==> src/rtl/clk_gate_ctrl.sv <==
// Clock-gate controller: watches the gated domain for idleness, handshakes a
// sleep request, drives the clock-gate cell enable and sequences the wake-up.
module clk_gate_ctrl #(
  parameter int IDLE_W   = 8,
  parameter int WAKE_CYC = 2
) (
  input  logic              forever_cpuclk,
  input  logic              cpurst,
  input  logic              cfg_gate_en,
  input  logic [IDLE_W-1:0] idle_thresh,
  input  logic              busy,
  input  logic              wake_req,
  input  logic              sleep_ack,
  input  logic              test_se,
  output logic              clk_en,
  output logic              sleep_req,
  output logic              gated,
  output logic              wake_done
);

  typedef enum logic [2:0] {
    RUN   = 3'd0,
    COUNT = 3'd1,
    REQ   = 3'd2,
    OFF   = 3'd3,
    WAKE  = 3'd4
  } state_t;

  localparam logic [3:0] SETTLE_LAST = 4'(WAKE_CYC - 1);

  state_t            state;
  logic [IDLE_W-1:0] idle_cnt;
  logic [3:0]        settle_cnt;

  logic wake_cond;
  assign wake_cond = busy || wake_req || !cfg_gate_en;

  // NOTE: all state uses non-blocking assignments so every branch sees the
  // pre-edge values of state and both counters.
  always_ff @(posedge forever_cpuclk) begin
    if (cpurst) begin
      state      <= RUN;
      idle_cnt   <= '0;
      settle_cnt <= '0;
    end else begin
      unique case (state)
        RUN: begin
          if (!wake_cond) begin
            state    <= COUNT;
            idle_cnt <= '0;
          end
        end
        COUNT: begin
          if (wake_cond) begin
            state <= RUN;
          end else begin
            if (idle_cnt != '1) idle_cnt <= idle_cnt + 1'b1;
            if (idle_cnt == idle_thresh) state <= REQ;
          end
        end
        // An abort outranks an acknowledge arriving in the same cycle.
        REQ: begin
          if (busy || wake_req) state <= RUN;
          else if (sleep_ack)   state <= OFF;
        end
        OFF: begin
          if (wake_cond) begin
            state      <= WAKE;
            settle_cnt <= '0;
          end
        end
        WAKE: begin
          if (settle_cnt == SETTLE_LAST) begin
            state      <= RUN;
            settle_cnt <= '0;
          end else begin
            settle_cnt <= settle_cnt + 1'b1;
          end
        end
        default: state <= RUN;
      endcase
    end
  end

  // Pure decodes of flopped state: no extra latency and no combinational
  // path from the functional inputs into the clock-gate enable.
  assign sleep_req = (state == REQ) || (state == OFF);
  assign gated     = (state == OFF);
  assign clk_en    = (state != OFF) || test_se;
  assign wake_done = (state == WAKE) && (settle_cnt == SETTLE_LAST);

endmodule
==> config.mk <==
export PLATFORM = sky130hd
export DESIGN_NAME = clk_gate_ctrl
export DESIGN_NICKNAME = d
export VERILOG_FILES = /design/src/rtl/clk_gate_ctrl.sv
export SDC_FILE = /design/constraint.sdc
export NUM_CORES = 1
export LEC_CHECK = 0
export BUFFER_PORTS_ARGS = -buffer_cell sky130_fd_sc_hd__buf_2
export CORE_UTILIZATION = 49
export CTS_BUF_LIST = sky130_fd_sc_hd__clkbuf_2 sky130_fd_sc_hd__clkbuf_4 sky130_fd_sc_hd__clkbuf_8
export DETAILED_ROUTE_END_ITERATION = 7
export HOLD_SLACK_MARGIN = 0.05
export PLACE_DENSITY = 0.8
export SETUP_SLACK_MARGIN = 0.15
export SYNTH_ARGS = -nofsm -noshare
export SYNTH_HDL_FRONTEND = slang
export SYNTH_SLANG_ARGS = --single-unit
==> constraint.sdc <==
create_clock -name forever_cpuclk -period 4.86 [get_ports forever_cpuclk]
set_input_delay 0.243 -clock forever_cpuclk [delete_from_list [all_inputs] [get_ports forever_cpuclk]]
set_output_delay 0.243 -clock forever_cpuclk [all_outputs]
set_load 0.1 [all_outputs]
==> impl_results.md <==
- Power per cell area: 216 mW/mm^2
- Maxcap violations: 0
- Detailed placer's ending HPWL: 1.59 mm
- Num Clock Sinks: 15
- Fraction of layout instances using a drive strength above 1: 0.248
- Launching element type of the critical path: flop
- Commonest register cell after synthesis: dfxtp_1
- Weighted congestion reported at the end of routability-driven placement: 0.802
- Horizontal die dimension: 46.9 um
- Area of the core region: 0.00180 sq mm
- Number of nets produced by synthesis: 133
- Initial antenna violation count: 0
- Final setup vio count: 0
- Async S/R FF share, synth: 0
- Final Routed Wirelength: 2.08 mm
- RSZ-0062 raised after global routing: no
- Switching share of total power: 0.265
- Worst-margin pin slew: 0.634 ns
- Source-to-sink clock delay at the later pin of the worst-skew pair: 0.28 ns
- Number of fill cells in the layout: 177
- Share of total power in combinational logic: 0.151
- Final antenna diode count: 0
- Via/cell ratio: 5.67
- TritonCTS buffer count: 3
- Max transition margin: 0.566
- Internal cell power: 179 uW
- Number of cells produced by synthesis: 115
- Clock Path Buffers: 2
- Mean instance size in the synthesized netlist: 8.61 sq um
- Sw Pwr: 64.6 uW
- Highest attainable clock frequency: 477 MHz
- Commonest non-fill, non-tap cell in the layout: buf_2
- I/O Pins: 19
- DR iter-0 viols: 12
- Required arrival time at the worst endpoint: 4.62 ns
- Tot GR Track Use: 0.218
- Setup Fix Bufs, Post-CTS: 0
- Part of the Yosys area used for sequential elements: 0.303
- Highest-count cells in the layout ignoring fill and taps: buf_2 (18), dfxtp_1 (15), a21oi_1 (11), xor2_1 (10), nand2_1 (8)
- Initial cell density of the core: 0.549
- Type of element capturing the critical path: output port
- Sequential power share: 0.531
- Type of the worst setup path: flop to output port
- Post-cts repair resize count: 0
- Number of rows created at floorplan: 15
- Hold WS: 0.232 ns
- Arrival time at the worst endpoint: 1.85 ns
- Area delta synth->final: 13.8%
- CTS H-tree depth: 1
- First-pass GRT wire length: 3.46 mm
- Period Utilization, post-route: 0.432
- Min-Delay Path Class: input port to flop
- Maximum number of pins on one net before global-route repair: 13
- Max rail drop VDD: 0.000141 V
- Leakage dissipation: 0.447 nW
- Via count: 896
- Total negative setup slack: 0 ns
- Max Transition Viols Final: 0
- Number of buffers inserted by port buffering: 18
- Final hold violation count: 0
- Result of the run: completed
- Count of nets after finishing: 152
- Count of antenna-violating nets left after detailed routing: 0
- Count of flip-flops with a built-in enable after synthesis: 0
- Drt wl/cell: 13.2 um
- Count of hold-fix buffers inserted at cts: 0
- Count of warnings emitted by yosys: 0
- Vias in the first global route: 819
- Clock root cell: clkbuf_4
- Number of flip-flops and latches in the synthesized netlist: 15
- Clock network fraction of design power: 0.318
- Synthesized cell area: 990 sq um
- DRT Pass-1 Iters: 4
- Clock tree from TritonCTS: yes
- Grt total ovfl: 0
- Non-filler instance count after layout: 158
- Die Span Y: 46.9 um
- Yosys cell types: 42
- Minimum clock period: 2.10 ns
- Clock Pin Slew Worst Setup and Hold Paths: 0.09 ns
- Die area: 0.00220 sq mm
- DRC violation count after routing: 0
- Crit path max fanout: 6
- Placed Cells incl. Taps: 154
- Max Clock Skew: 0.00756 ns
## flip-flops by register name, summed over array words and instances (netlist names)
register / flops
idle_cnt: 8
settle_cnt: 4
state: 3
## critical path, cell delays in order (launching register included)
cell and delay [ns]:
dfxtp_1 0.42, ha_1 0.18, or3b_2 0.45, nor2_1 0.09, buf_2 0.43
## through the flow
| stage | area, sq um | setup WS (ns) | power [mW] | utilization |
|---|---|---|---|---|
| after floorplan | 990 | 2.36 | 0.157 | - |
| after global placement | 1100 | 3.09 | 0.167 | 0.608 |
| after detailed placement | 1100 | 3.07 | 0.169 | 0.608 |
| after CTS | 1130 | 2.76 | 0.245 | 0.625 |
| after global routing | 1130 | 2.68 | 0.255 | 0.625 |
| final | 1130 | 2.76 | 0.244 | 0.625 |
## power groups by stage
| stage | Sequential (mW) | Clock (mW) | Combinational (mW) |
|---|---|---|---|
| 2_1_floorplan | 0.128 | 0 | 0.0286 |
| 3_3_place_gp | 0.132 | 0 | 0.0347 |
| 3_5_place_dp | 0.132 | 0 | 0.0367 |
| 4_1_cts | 0.129 | 0.0786 | 0.0369 |
| 5_1_grt | 0.130 | 0.0849 | 0.0404 |
| 6_report | 0.129 | 0.0775 | 0.0368 |
## layout make-up
type / count / area, sq um / share of cell area
flip-flops and latches: 15 / 300 / 0.267
multi-input cells: 93 / 663 / 0.589
inverters: 3 / 11.3 / 0.0100
repair buffers: 18 / 90.1 / 0.0800
well taps: 25 / 31.3 / 0.0278
clock buffers: 4 / 30.0 / 0.0267
## routing by layer
metal / share of wire / track usage / wire length, um
met1: 0.45 / 0.251 / 927
met2: 0.52 / 0.400 / 1080
met3: 0.025 / 0.0385 / 52
met4: 0.0091 / 0.0800 / 19
met5: 0 / 0 / 0
## cells in the mapped netlist (2+ instances only)
library cell	instances	area share
nor2_2	2	0.013
dfxtp_1	15	0.30
nor2_1	7	0.027
nand2b_1	2	0.013
nor4_1	2	0.013
o21ai_1	2	0.010
nand3b_1	2	0.015
or3b_1	2	0.018
nand3_1	3	0.015
xor2_1	10	0.088
nor2b_1	2	0.013
or3_1	6	0.038
nand4_1	2	0.013
clkbuf_1	3	0.011
inv_1	3	0.011
nand2_1	8	0.030
nor3_1	2	0.010
nor3b_2	2	0.025
a21oi_1	11	0.056
ha_1	3	0.038
o21ai_0	4	0.020
o2111ai_1	2	0.018
## worst paths after layout
path | from | end | slack [ns] | cells past startpoint
setup reg to reg | state[1] | state[1] | 3.09 | 4
hold / removal | cpurst | state[0] | 0.23 | 2
setup / recovery | settle_cnt[0] | wake_done | 2.76 | 4
hold reg to reg | idle_cnt[1] | idle_cnt[1] | 0.51 | 2
## logic make-up after synthesis
logic type	Yosys count	synth area share
buffers and inverters	7	0.0265
adder cells (fa/ha/maj)	3	0.0379
AND/OR/NAND/NOR	49	0.303
XOR/XNOR	10	0.0885
AO/OA/AOI/OAI	31	0.240
flip-flops	15	0.303
(Power assumes the default switching activity.)
